===== src/rtl/fpu_arb_pkg.sv =====
// fpu_arb_pkg: shared types for the FPU issue arbiter.
// Holds FSM state encoding and the IEEE exception flag bundle.
package fpu_arb_pkg;

   localparam int FFLAG_W = 5;

   typedef enum logic [1:0] {
      IDLE,
      ISSUE,
      WAIT,
      RESP
   } arb_state_e;

   typedef struct packed {
      logic nv;
      logic dz;
      logic of;
      logic uf;
      logic nx;
   } fflag_t;

endpackage


===== src/rtl/fpu_issue_arbiter_rr.sv =====
// rr_arbiter: combinational round-robin pick.
// Search starts at ptr; lowest rotated offset wins.
module rr_arbiter #(
   parameter int N = 2
) (
   input  logic [N-1:0]         req,
   input  logic [$clog2(N)-1:0] ptr,
   input  logic                 en,
   output logic [N-1:0]         gnt
);

   localparam int PW = $clog2(N);

   logic [PW-1:0] sel;

   // Walk offsets from far to near so the nearest request overwrites.
   always_comb begin
      gnt = '0;
      sel = '0;
      if (en) begin
         for (int k = N - 1; k >= 0; k--) begin
            sel = PW'((int'(ptr) + k) % N);
            if (req[sel]) begin
               gnt      = '0;
               gnt[sel] = 1'b1;
            end
         end
      end
   end

endmodule


===== src/rtl/fpu_issue_arbiter.sv =====
// fpu_issue_arbiter: shares one FPU between NUM_REQ requesters.
// One op in flight; round-robin grant, timeout, sticky flags.
module fpu_issue_arbiter
   import fpu_arb_pkg::*;
#(
   parameter int XLEN           = 64,
   parameter int NUM_REQ        = 2,
   parameter int TIMEOUT_CYCLES = 64
) (
   input  logic                       clk,
   input  logic                       rst_n,
   input  logic [NUM_REQ-1:0]         req_valid,
   output logic [NUM_REQ-1:0]         req_ready,
   input  logic [NUM_REQ*3-1:0]       req_op,
   input  logic [NUM_REQ*3-1:0]       req_funct3,
   input  logic [NUM_REQ*7-1:0]       req_funct7,
   input  logic [NUM_REQ-1:0]         req_is_double,
   input  logic [NUM_REQ*XLEN-1:0]    req_rs1,
   input  logic [NUM_REQ*XLEN-1:0]    req_rs2,
   input  logic [NUM_REQ*XLEN-1:0]    req_rs3,
   output logic [NUM_REQ-1:0]         rsp_valid,
   input  logic [NUM_REQ-1:0]         rsp_ready,
   output logic [XLEN-1:0]            rsp_result,
   output logic [FFLAG_W-1:0]         rsp_flags,
   output logic                       rsp_error,
   output logic [NUM_REQ*FFLAG_W-1:0] fflags_acc,
   input  logic [NUM_REQ-1:0]         fflags_clr,
   output logic                       fpu_enable,
   output logic [2:0]                 fpu_op,
   output logic [2:0]                 fpu_funct3,
   output logic [6:0]                 fpu_funct7,
   output logic                       fpu_is_double,
   output logic [XLEN-1:0]            fpu_rs1,
   output logic [XLEN-1:0]            fpu_rs2,
   output logic [XLEN-1:0]            fpu_rs3,
   input  logic [XLEN-1:0]            fpu_result,
   input  logic                       fpu_ready,
   input  logic [FFLAG_W-1:0]         fpu_flags,
   output logic                       busy
);

   localparam int IW = $clog2(NUM_REQ);
   localparam int CW = $clog2(TIMEOUT_CYCLES);

   arb_state_e               state_q;
   logic [IW-1:0]            grant_q;
   logic [IW-1:0]            rr_ptr_q;
   logic [CW-1:0]            cnt_q;
   logic                     fpu_enable_q;
   logic [2:0]               fpu_op_q;
   logic [2:0]               fpu_funct3_q;
   logic [6:0]               fpu_funct7_q;
   logic                     fpu_is_double_q;
   logic [XLEN-1:0]          fpu_rs1_q;
   logic [XLEN-1:0]          fpu_rs2_q;
   logic [XLEN-1:0]          fpu_rs3_q;
   logic [NUM_REQ-1:0]       rsp_valid_q;
   logic [XLEN-1:0]          rsp_result_q;
   fflag_t                   rsp_flags_q;
   logic                     rsp_error_q;
   logic [NUM_REQ-1:0][FFLAG_W-1:0] acc_q;

   logic [NUM_REQ-1:0]       gnt;
   logic [IW-1:0]            gidx;
   logic                     rsp_hs;

   rr_arbiter #(
      .N (NUM_REQ)
   ) u_rr (
      .req (req_valid),
      .ptr (rr_ptr_q),
      .en  (state_q == IDLE),
      .gnt (gnt)
   );

   // Encode the one-hot grant into an index for operand muxing.
   always_comb begin
      gidx = '0;
      for (int i = 0; i < NUM_REQ; i++) begin
         if (gnt[i]) gidx = IW'(i);
      end
   end

   assign req_ready = gnt;
   assign rsp_hs    = (state_q == RESP) && rsp_ready[grant_q];

   // Issue FSM: accept, strobe the FPU, wait or time out, respond.
   always_ff @(posedge clk or negedge rst_n) begin
      if (!rst_n) begin
         state_q         <= IDLE;
         grant_q         <= '0;
         rr_ptr_q        <= '0;
         cnt_q           <= '0;
         fpu_enable_q    <= 1'b0;
         fpu_op_q        <= '0;
         fpu_funct3_q    <= '0;
         fpu_funct7_q    <= '0;
         fpu_is_double_q <= 1'b0;
         fpu_rs1_q       <= '0;
         fpu_rs2_q       <= '0;
         fpu_rs3_q       <= '0;
         rsp_valid_q     <= '0;
         rsp_result_q    <= '0;
         rsp_flags_q     <= '0;
         rsp_error_q     <= 1'b0;
      end else begin
         fpu_enable_q <= 1'b0;
         unique case (state_q)
            IDLE: begin
               if (|gnt) begin
                  fpu_op_q        <= req_op[gidx*3 +: 3];
                  fpu_funct3_q    <= req_funct3[gidx*3 +: 3];
                  fpu_funct7_q    <= req_funct7[gidx*7 +: 7];
                  fpu_is_double_q <= req_is_double[gidx];
                  fpu_rs1_q       <= req_rs1[gidx*XLEN +: XLEN];
                  fpu_rs2_q       <= req_rs2[gidx*XLEN +: XLEN];
                  fpu_rs3_q       <= req_rs3[gidx*XLEN +: XLEN];
                  grant_q         <= gidx;
                  fpu_enable_q    <= 1'b1;
                  state_q         <= ISSUE;
               end
            end
            ISSUE: begin
               cnt_q   <= '0;
               state_q <= WAIT;
            end
            WAIT: begin
               if (fpu_ready) begin
                  rsp_result_q <= fpu_result;
                  rsp_flags_q  <= fpu_flags;
                  rsp_error_q  <= 1'b0;
                  rsp_valid_q  <= NUM_REQ'(1) << grant_q;
                  state_q      <= RESP;
               end else if (cnt_q == CW'(TIMEOUT_CYCLES - 1)) begin
                  rsp_result_q <= '0;
                  rsp_flags_q  <= '0;
                  rsp_error_q  <= 1'b1;
                  rsp_valid_q  <= NUM_REQ'(1) << grant_q;
                  state_q      <= RESP;
               end else begin
                  cnt_q <= cnt_q + 1'b1;
               end
            end
            RESP: begin
               if (rsp_hs) begin
                  rsp_valid_q <= '0;
                  rr_ptr_q    <= (grant_q == IW'(NUM_REQ - 1)) ?
                                 '0 : grant_q + 1'b1;
                  state_q     <= IDLE;
               end
            end
            default: state_q <= IDLE;
         endcase
      end
   end

   // Sticky flags: a same-cycle clear is applied before the OR.
   always_ff @(posedge clk or negedge rst_n) begin
      if (!rst_n) begin
         acc_q <= '0;
      end else begin
         for (int i = 0; i < NUM_REQ; i++) begin
            if (rsp_hs && grant_q == IW'(i)) begin
               acc_q[i] <= (fflags_clr[i] ? '0 : acc_q[i]) | rsp_flags_q;
            end else if (fflags_clr[i]) begin
               acc_q[i] <= '0;
            end
         end
      end
   end

   assign fpu_enable    = fpu_enable_q;
   assign fpu_op        = fpu_op_q;
   assign fpu_funct3    = fpu_funct3_q;
   assign fpu_funct7    = fpu_funct7_q;
   assign fpu_is_double = fpu_is_double_q;
   assign fpu_rs1       = fpu_rs1_q;
   assign fpu_rs2       = fpu_rs2_q;
   assign fpu_rs3       = fpu_rs3_q;
   assign rsp_valid     = rsp_valid_q;
   assign rsp_result    = rsp_result_q;
   assign rsp_flags     = rsp_flags_q;
   assign rsp_error     = rsp_error_q;
   assign fflags_acc    = acc_q;
   assign busy          = (state_q != IDLE);

endmodule

===== config.mk =====
export PLATFORM = sky130hd
export DESIGN_NAME = fpu_issue_arbiter
export DESIGN_NICKNAME = d
export VERILOG_FILES = /design/src/rtl/fpu_arb_pkg.sv /design/src/rtl/fpu_issue_arbiter_rr.sv /design/src/rtl/fpu_issue_arbiter.sv
export SDC_FILE = /design/constraint.sdc
export NUM_CORES = 1
export LEC_CHECK = 0
export ABC_CLOCK_PERIOD_IN_PS = 2200
export CORE_AREA = 2 2 303 305
export CTS_CLUSTER_SIZE = 20
export DETAILED_ROUTE_END_ITERATION = 7
export DIE_AREA = 0 0 305 307
export SETUP_SLACK_MARGIN = 0.5
export SLEW_MARGIN = 30
export SYNTH_ARGS = -nofsm -noshare
export SYNTH_HDL_FRONTEND = slang
export SYNTH_HIERARCHICAL = 1
export SYNTH_SLANG_ARGS = --single-unit

===== constraint.sdc =====
create_clock -name clk -period 2.2 [get_ports clk]
set_input_delay 0.44 -clock clk [delete_from_list [all_inputs] [get_ports clk]]
set_output_delay 0.44 -clock clk [all_outputs]
set_load 0.05 [all_outputs]

* Word-level counts from Yosys, hierarchy flattened
Cells that the tools add are included.
** Cells by class
- Multiplexer cells :: 40
- Reduce and logical (&&, ||, !) cells :: 17
- Equal/unequal tests :: 9
- Magnitude comparators :: 6
- Shifts and indexed selects :: 7
- Bitwise gates (word level) :: 3
- Multiply operators :: 2
- Add/subtract/negate cells :: 3
** Operators by type and width (number)
- $shiftx A128 B8 Y64 :: 3
- $mux W64 :: 2
- $mux W5 :: 6
- $mux W2 :: 9
- $mux W1 :: 16
- $shiftx A14 B5 Y7 :: 1
- $mux W6 :: 2
- $pmux W6 S2 :: 1
- $shiftx A6 B4 Y3 :: 2
- $or A5 B5 Y5 :: 2
- $reduce_and A3 Y1 :: 3
- $lt A1 B2 Y1 const B :: 4
- $ne A2 B2 Y1 const B :: 4
- $pmux W2 S4 :: 1
- $reduce_bool A2 Y1 :: 4
- $add A6 B1 Y6 const B :: 1
- $eq A6 B6 Y1 const B :: 1
- $reduce_and A2 Y1 :: 3
- $logic_and A1 B1 Y1 :: 5
- $eq A2 B2 Y1 const B :: 2
- $mul A1 B3 Y4 const B :: 1
- $pmux W2 S2 :: 1
- $mul A1 B2 Y3 const B :: 1
- $ne A3 B3 Y1 const B :: 1
- 8 further kinds :: 11
** Storage, ports and cells
- Bits in registers :: 299
- Input port bits :: 490

* Depth between registers and ports, before layout
Gate-level depths: netlist (run 1).
- Depth in word-level cells :: 11
- Depth in mapped cells :: 10
- Gate-level depth less buffers :: 7

* By module
The synthesis (run 1) kept the hierarchy.
** Modules (own cells, without submodules)
- fpu_issue_arbiter :: area an instance 13213.9 sq um, instances 1, seq. area each 7482.2 sq um, cells an instance 1320
- rr_arbiter :: area an instance 21.3 sq um, instances 1, seq. area each 0.0 sq um, cells an instance 5

* Worst setup path after synthesis (run 1)
OpenSTA, ideal clock, no wires.
- Path kind :: register -> register
- Start point :: register state_q[0]
- End point :: register fpu_rs1_q[0], in the netlist fpu_rs1[0]
- Stages on the path, launching flop included :: 10
- Data arrival time :: 2750 ps
- Setup slack :: -683 ps
- Setup time :: 133 ps
- Period minus slack after synthesis :: 2883 ps
- Required time :: 2067 ps
- Path through :: dfrtp_1 > inv_1 > ha_1 > nand2_1 > a21oi_1 > buf_2 > buf_2 > buf_2 > mux2i_1 > o21ai_0
** Between the ends
- Longest elaborated chain between the ends :: 4
** Ends and longest elaborated chain
- start, declared :: line fpu_issue_arbiter.sv:45 : arb_state_e state_q;
- start signal, assigned :: line fpu_issue_arbiter.sv:90 : state_q <= IDLE;
- start signal, assigned :: line fpu_issue_arbiter.sv:120 : state_q <= ISSUE;
- start signal, assigned :: line fpu_issue_arbiter.sv:125 : state_q <= WAIT;
- $logic_not A2 Y1 * :: line fpu_issue_arbiter.sv:72 : .en (state_q == IDLE),
- $mux W2 * :: line fpu_issue_arbiter_rr.sv:20 : if (en) begin
- net req_ready[1] :: line fpu_issue_arbiter.sv:13 : output logic [NUM_REQ-1:0] req_ready,
- $mux W1 / $reduce_or A2 Y1 (equally long branches) :: line fpu_issue_arbiter.sv:80, fpu_issue_arbiter.sv:110
- $shiftx A128 B8 Y64 / $reduce_and A2 Y1 (equally long branches)
- end signal, assigned :: line fpu_issue_arbiter.sv:115 : fpu_rs1_q <= req_rs1[gidx*XLEN +: XLEN];
- end, declared :: line fpu_issue_arbiter.sv:54 : logic [XLEN-1:0] fpu_rs1_q;
The timed path passes the listed nets; every way through them passes the cells marked *.
A chain may end at the register's enable or synchronous reset.

* Worst setup path after layout (run 1)
- Start point :: register state_q[1]
- End point :: output port req_ready[1]
** Between the ends
- Longest elaborated chain between the ends :: 2
** Ends and longest elaborated chain (line)
- $logic_not A2 Y1 :: fpu_issue_arbiter.sv:72
- $mux W2 :: fpu_issue_arbiter_rr.sv:20
- end, declared :: fpu_issue_arbiter.sv:13
Every way passes these cells.

==> results.py, run 1 <==
metrics = {
    "pwr": {
        "swShare": 0.498,
        "seq_power_share": 0.267,
        "peakVddDrop_mv": 0.852,
        "power_frac_clock": 0.180,
        "power_density_nw_per_um2": 1470,
        "p_int_w": 0.0180,
        "power_leakage_nw": 11.0,
        "p_sw_w": 0.0178,
        "p_comb_frac": 0.553,
    },
    "timing": {
        "rsz0062_at_grt": "true",
        "hold_viol": 0,
        "fin_crit_sh": 0.979,
        "max_clock_freq_ghz": 0.464,
        "maxSlewHeadroom": 0.641,
        "skew_ns": 0.0273,
        "period_minus_slack_ns": 2.15,
        "tightestPinTransition_ns": 0.541,
        "setup_viol": 0,
        "hold_slack_ns": 0.405,
        "drv_slew": 0,
        "timing.final.ws_setup_ns": 0.0458,
    },
    "min_path": {
        "min-delay-path-class": "in2async",
    },
    "layout": {
        "layout-drive-gt1-share": 0.212,
        "layout.nets": 2698,
        "syn2layout_area_growth_pct": 83.6,
        "finish.utilization": 0.268,
        "post_layout_nonfiller_instances": 3420,
    },
    "synthesis": {
        "synth-edff-count": 0,
        "synth_nets": 1820,
        "avgSynthCellArea_um2": 9.99,
        "syn_area_um2": 13200,
        "synthFlopType": "dfrtp_1",
        "synth_cell_types": 32,
        "ys_seq_elements": 299,
        "synth-warning-count": 6,
        "synthCells": 1325,
        "synthArstFlopShare": 1.00,
        "ys_seq_area_frac": 0.565,
    },
    "global_route": {
        "antenna_found_initial": 10,
        "grt_pass1_vias": 13085,
        "grt_pass1_wl_um": 85000,
        "grt-ovfl-total": 0,
        "grt_usage": 0.120,
        "grt_max_degree": 71,
    },
    "clock_tree": {
        "clkSinkCount": 299,
        "cts_buffers": 38,
        "clk_path_buf_depth": 3,
        "clk_latency_ns": 0.55,
        "cts_tree": "built",
        "clock-root-buffer": "clkbuf_16",
        "path_clk_slew_ns": 0.06,
        "htree_levels": 2,
    },
    "critical_path": {
        "critPathSlowestCell": "dfrtp_1",
        "path_cells": "inv_2, ha_4, nand2_4, a21oi_4, buf_6, buf_8, buf_12",
        "cp_max_fo": 3,
        "required_ns": 1.76,
        "cp.arrival_ns": 1.71,
        "critPathKind": "reg2out",
        "cp-start-kind": "flop",
        "max_stage_delay_ns": 0.40,
        "reg2reg_slack_ns": 0.09,
        "endpoint_kind": "output pin",
    },
    "die": {
        "initial_utilization": 0.146,
        "std_cell_rows": 111,
        "die_width_um": 305,
        "core_area_um2": 90700,
        "die_y_um": 307,
        "io_pins": 782,
        "die-area_um2": 93600,
    },
    "route": {
        "avgRoutedWirePerCell_um": 17.6,
        "drc": 0,
        "drt_iter0_drc": 599,
        "ant_nets": 0,
        "drt_pre_antenna_iters": 4,
        "via_per_inst": 3.74,
        "vias": 12798,
        "wl_um": 60200,
    },
    "place": {
        "place_congestion": 0.849,
        "preCtsSetupSlack_ns": -0.243,
        "place_hpwl_um": 46700,
        "dp.cells": 3304,
        "io_buffers": 781,
    },
    "outcome": {
        "status": "finished clean",
    },
    "run": {
        "cap_viol_max_count": 0,
    },
}
flip-flops by register name (all words and copies together), names as in the netlist, 2 cells and up:
name / count
fpu_op: 3
fpu_rs1: 64
fpu_rs2: 64
rsp_flags: 5
fflags_acc: 10
fpu_rs3: 64
rsp_result: 64
fpu_funct7: 7
rsp_valid: 2
state_q: 2
fpu_funct3: 3
cnt_q: 6
power by group through the flow:
stage               combinational (W)  clock [W]  sequential [W]
floorplan                     0.00431          0          0.0176
global placement               0.0207          0         0.00960
detailed placement             0.0208          0         0.00962
CTS                            0.0195    0.00674         0.00957
global route                   0.0210    0.00692         0.00988
finish                         0.0198    0.00645         0.00955
final timing paths:
kind / cells past startpoint / from / to
min in group clk: 3 / fpu_result[27] / rsp_result[27]
max in group asynchronous: 3 / rst_n / fpu_rs1[48]
worst max register to register: 13 / state_q[1] / fpu_rs1[31]
worst max-delay path: 7 / state_q[1] / req_ready[1]
worst min register to register: 2 / fpu_rs1[32] / fpu_rs1[32]
worst min-delay path: 2 / rst_n / fpu_rs3[12]
layout make-up:
| class | instances | area (um2) |
|---|---|---|
| clock inverters | 21 | 224 |
| diodes | 3 | 7.51 |
| well taps | 1186 | 1480 |
| multi-input cells | 915 | 5380 |
| clock buffers | 47 | 1080 |
| flip-flops and latches | 299 | 7490 |
| fillers | 9710 | 66400 |
| repair buffers | 932 | 8560 |
| inverters | 17 | 66.3 |
timing repair:
item                        CTS  global route
pin swaps                     1             1
setup endpoints to repair   563           400
setup buffers                 9            27
cloned                        0             8
gates resized for setup    1010           173
hold buffers                  1             0
hold endpoints to repair     30             0
per-stage QoR:
step | cell area (um2) | total power, W | setup TNS [ns]
after floorplan | 13300 | 0.0219 | 0
after global placement | 23300 | 0.0303 | -14.87
after detailed placement | 23300 | 0.0304 | -15.11
after CTS | 23900 | 0.0358 | 0
after global routing | 24300 | 0.0378 | -0.0389
final | 24300 | 0.0358 | 0
cells in the mapped netlist, types with 2 or more instances:
cell type,instances,area [um2]
mux2i_1,207,2070
clkbuf_1,50,188
buf_1,7,26.3
xor2_1,2,17.5
and2_1,2,12.5
and3_1,2,12.5
dfrtp_1,299,7480
nor3_1,3,15.0
nand3_1,76,380
a22o_1,2,17.5
a31oi_1,2,12.5
a21oi_1,8,40.0
nor3b_1,2,15.0
ha_1,5,62.6
inv_1,17,63.8
o21ai_0,216,1080
nor2_1,9,33.8
nand2_1,364,1370
a311oi_1,2,17.5
a21o_1,3,22.5
buf_2,36,180
per-layer routing:
layer  track usage  vias up  part of all wire
met4        0.0381        0             0.025
met2         0.205      510              0.48
met5             0        -                 0
met1         0.143     5953              0.41
met3        0.0380       79             0.078
li1              -     6256                 -
worst max-delay path, delay by kind of cell (launching register included):
kind                     cells  cell delay (ns)
buffers and inverters        4             0.42
adder cells (fa/ha/maj)      1             0.16
flip-flops                   1             0.40
AO/OA/AOI/OAI                1             0.13
AND/OR/NAND/NOR              1             0.05
kinds of logic (layout without fill, tap and decap cells):
| family | count (synthesis) | count (layout) | synth area share |
|---|---|---|---|
| buffers and inverters | 111 | 1017 | 0.0355 |
| AOI/OAI and AO/OA | 236 | 236 | 0.0927 |
| muxes | 209 | 209 | 0.159 |
| xor gates and xnor gates | 2 | 2 | 0.00132 |
| adders and majority gates | 5 | 5 | 0.00473 |
| other | 0 | 3 | 0 |
| and+or+nand+nor | 463 | 463 | 0.142 |
| DFF | 299 | 299 | 0.565 |
placed cells by master (no fill, tap or decap), drive strengths merged, types with 4 or more instances in the layout:
cell type	netlist	final
clkinv	0	14
dfrtp	299	299
clkinvlp	0	4
clkdlybuf4s50	0	488
inv	17	17
ha	5	5
a21oi	8	8
nand2	364	364
nor2	9	9
nand3	76	76
o21ai	217	217
clkbuf	50	89
buf	44	335
mux2i	207	207
dlygate4sd2	0	66
Power figures use the tool's default switching activity.
==> run 2, diff against run 1 <==
CORE_AREA = 8 8 300 302   (was 2 2 303 305)
DIE_AREA = 0 0 308 310   (was 0 0 305 307)
==> run 2 against run 1 <==
  * Highest routed layer is now met5
  * Wire length is 0.93% higher
  * Critical path type unchanged
  * Non-clock buffer count is 44 lower
  * Die area up 2.0%
  * Final cell count is 2.1% lower
  * Core utilization grew 0.86 points
  * Fmax fell by 0.21%
  * Design area decreased by 2.5%
  * Setup slack got worse by 0.0046 ns
  * Register-to-register slack lost 0.04 ns
  * First-iteration DRC count shrank 15%
  * Clock power is 7.0% higher
==> results.py, run 2 (synthesis gave the netlist of run 1 again) <==
metrics = {
    "global_route": {
        "antenna_found_initial": 5,
        "grt_max_degree": 80,
        "grt_pass1_wl_um": 87200,
        "grt-ovfl-total": 0,
        "grt_usage": 0.119,
        "grt_pass1_vias": 13579,
    },
    "route": {
        "drc": 0,
        "via_per_inst": 3.80,
        "wl_um": 60700,
        "vias": 12705,
        "wl_met2_um": 30300,
        "drt_pre_antenna_iters": 4,
        "drt_iter0_drc": 509,
        "ant_nets": 0,
        "wl_met1_um": 23500,
        "highest_layer": "met5",
        "avgRoutedWirePerCell_um": 18.1,
        "dr_wl_met3_um": 5590,
    },
    "pwr": {
        "p_comb_frac": 0.543,
        "seq_power_share": 0.264,
        "power_leakage_nw": 10.7,
        "p_int_w": 0.0179,
        "peakVddDrop_mv": 0.742,
        "p_sw_w": 0.0178,
        "power_frac_clock": 0.193,
        "swShare": 0.498,
        "power_density_nw_per_um2": 1510,
    },
    "critical_path": {
        "cp.arrival_ns": 1.72,
        "endpoint": "req_ready[1]",
        "cp_common_cell": "buf_12",
        "reg2reg_slack_ns": 0.05,
        "timing.rr.end": "state_q[1]",
        "critPathSlowestCell": "dfrtp_1",
        "max_stage_delay_ns": 0.40,
        "cp-start-kind": "flop",
        "critPathLaunch": "state_q[1]",
        "reg2reg_depth": 10,
        "required_ns": 1.76,
        "critPathKind": "reg2out",
        "crit-reg2reg-launch": "state_q[1]",
        "cp_max_fo": 3,
        "path_cells": "inv_2, ha_4, nand2_4, a21oi_4, buf_12, buf_12",
        "endpoint_kind": "output pin",
    },
    "min_path": {
        "min-delay-path-class": "in2async",
    },
    "layout": {
        "num-fill-cells": 9262,
        "syn2layout_area_growth_pct": 79.0,
        "layout.nets": 2655,
        "stdcell_area_um2": 23700,
        "layout-drive-gt1-share": 0.230,
        "mostFrequentLayoutCells": "488 x clkdlybuf4s50_1, 362 x nand2_1, 299 x dfrtp_1, 243 x buf_2, 195 x o21ai_0",
        "final_common_cell": "clkdlybuf4s50_1",
    },
    "clock_tree": {
        "clock-root-buffer": "clkbuf_16",
        "clkSinkCount": 299,
        "clk_path_buf_depth": 3,
        "cts_tree": "built",
        "cts_buffers": 39,
        "clk_latency_ns": 0.55,
        "htree_levels": 2,
        "path_clk_slew_ns": 0.06,
    },
    "timing": {
        "rsz0062_at_grt": "true",
        "period_minus_slack_ns": 2.16,
        "max_clock_freq_ghz": 0.463,
        "hold_viol": 0,
        "hold_slack_ns": 0.396,
        "tightestPinTransition_ns": 0.366,
        "maxSlewHeadroom": 0.756,
        "setup_viol": 0,
        "fin_crit_sh": 0.981,
        "skew_ns": 0.0196,
        "timing.final.ws_setup_ns": 0.0412,
        "drv_slew": 0,
    },
    "place": {
        "io_buffers": 781,
        "post_dp_cell_area_um2": 23000,
        "place_congestion": 0.821,
        "place_hpwl_um": 47200,
        "preCtsSetupSlack_ns": -0.199,
    },
    "run": {
        "cap_viol_max_count": 0,
    },
    "outcome": {
        "status": "finished clean",
    },
    "die": {
        "die_width_um": 308,
        "die_y_um": 310,
        "die-area_um2": 95500,
        "core_area_um2": 85700,
        "std_cell_rows": 108,
        "io_pins": 782,
        "initial_utilization": 0.154,
    },
}
==> run 2: cell types whose count changed in the layout (fill, tap and decap cells not counted), sizes merged, moves of 4 or more <==
cell	delta
bufinv	+4
buf	+60
clkbuf	-35
dlygate4sd2	-66
clkinv	-4
==> run 2: power groups by stage <==
stage / registers, W / clock network [W] / logic [W]
3_3_place_gp: 0.00947 / 0 / 0.0208
4_1_cts: 0.00943 / 0.00719 / 0.0194
3_5_place_dp: 0.00955 / 0 / 0.0209
5_1_grt: 0.00972 / 0.00739 / 0.0206
2_1_floorplan: 0.0176 / 0 / 0.00431
6_report: 0.00940 / 0.00690 / 0.0194
==> run 2: repair_timing <==
action / 4_1_cts / 5_1_grt
hold buffers: 1 / 0
pin swaps: 1 / 1
endpoints found under the hold margin: 18 / 0
endpoints found under the setup margin: 557 / 298
setup buffers: 12 / 5
resized for setup: 1433 / 55
cloned: 1 / 2
==> run 2: per-layer routing <==
| metal | track usage | up-vias |
|---|---|---|
| li1 | - | 6160 |
| met1 | 0.134 | 5948 |
| met2 | 0.210 | 518 |
| met3 | 0.0439 | 77 |
| met4 | 0.0318 | 2 |
| met5 | 0 | - |
==> run 2: final cells by class <==
type	count	area (um2)	area share
flip-flops and latches	299	7480	0.316
clock inverters	20	299	0.0126
clock buffers	52	1090	0.0459
well taps	1155	1450	0.0610
repair buffers	888	7800	0.329
inverters	17	63.8	0.00269
multi-input cells	915	5510	0.233
diodes	1	2.50	0.000106
==> run 2: worst min path at each step <==
stage	from	end	cells after the start
finish	rst_n	fpu_rs1[49]	2
floorplan	rst_n	cnt_q[0]	0
detailed placement	rst_n	fpu_rs1[49]	1
global route	rst_n	fpu_rs1[49]	2
CTS	rst_n	fpu_rs1[49]	2
global placement	rst_n	fpu_rs1[49]	1
==> run 2: critical path: cells and delay by family, from the launching register on <==
kind | cells | cell delay [ns]
buffers and inverters | 3 | 0.36
DFF | 1 | 0.40
AOI/OAI and AO/OA | 1 | 0.18
adders and majority gates | 1 | 0.17
and+or+nand+nor | 1 | 0.06
==> run 2: metrics by stage <==
stage	util	std cells	TNS, ns	power [W]
finish	0.276	3347	0	0.0357
CTS	0.273	3339	-0.0124	0.0360
floorplan	-	1325	0	0.0219
global placement	0.269	3253	-10.79	0.0303
detailed placement	0.269	3253	-13.76	0.0304
global route	0.276	3346	-0.305	0.0377
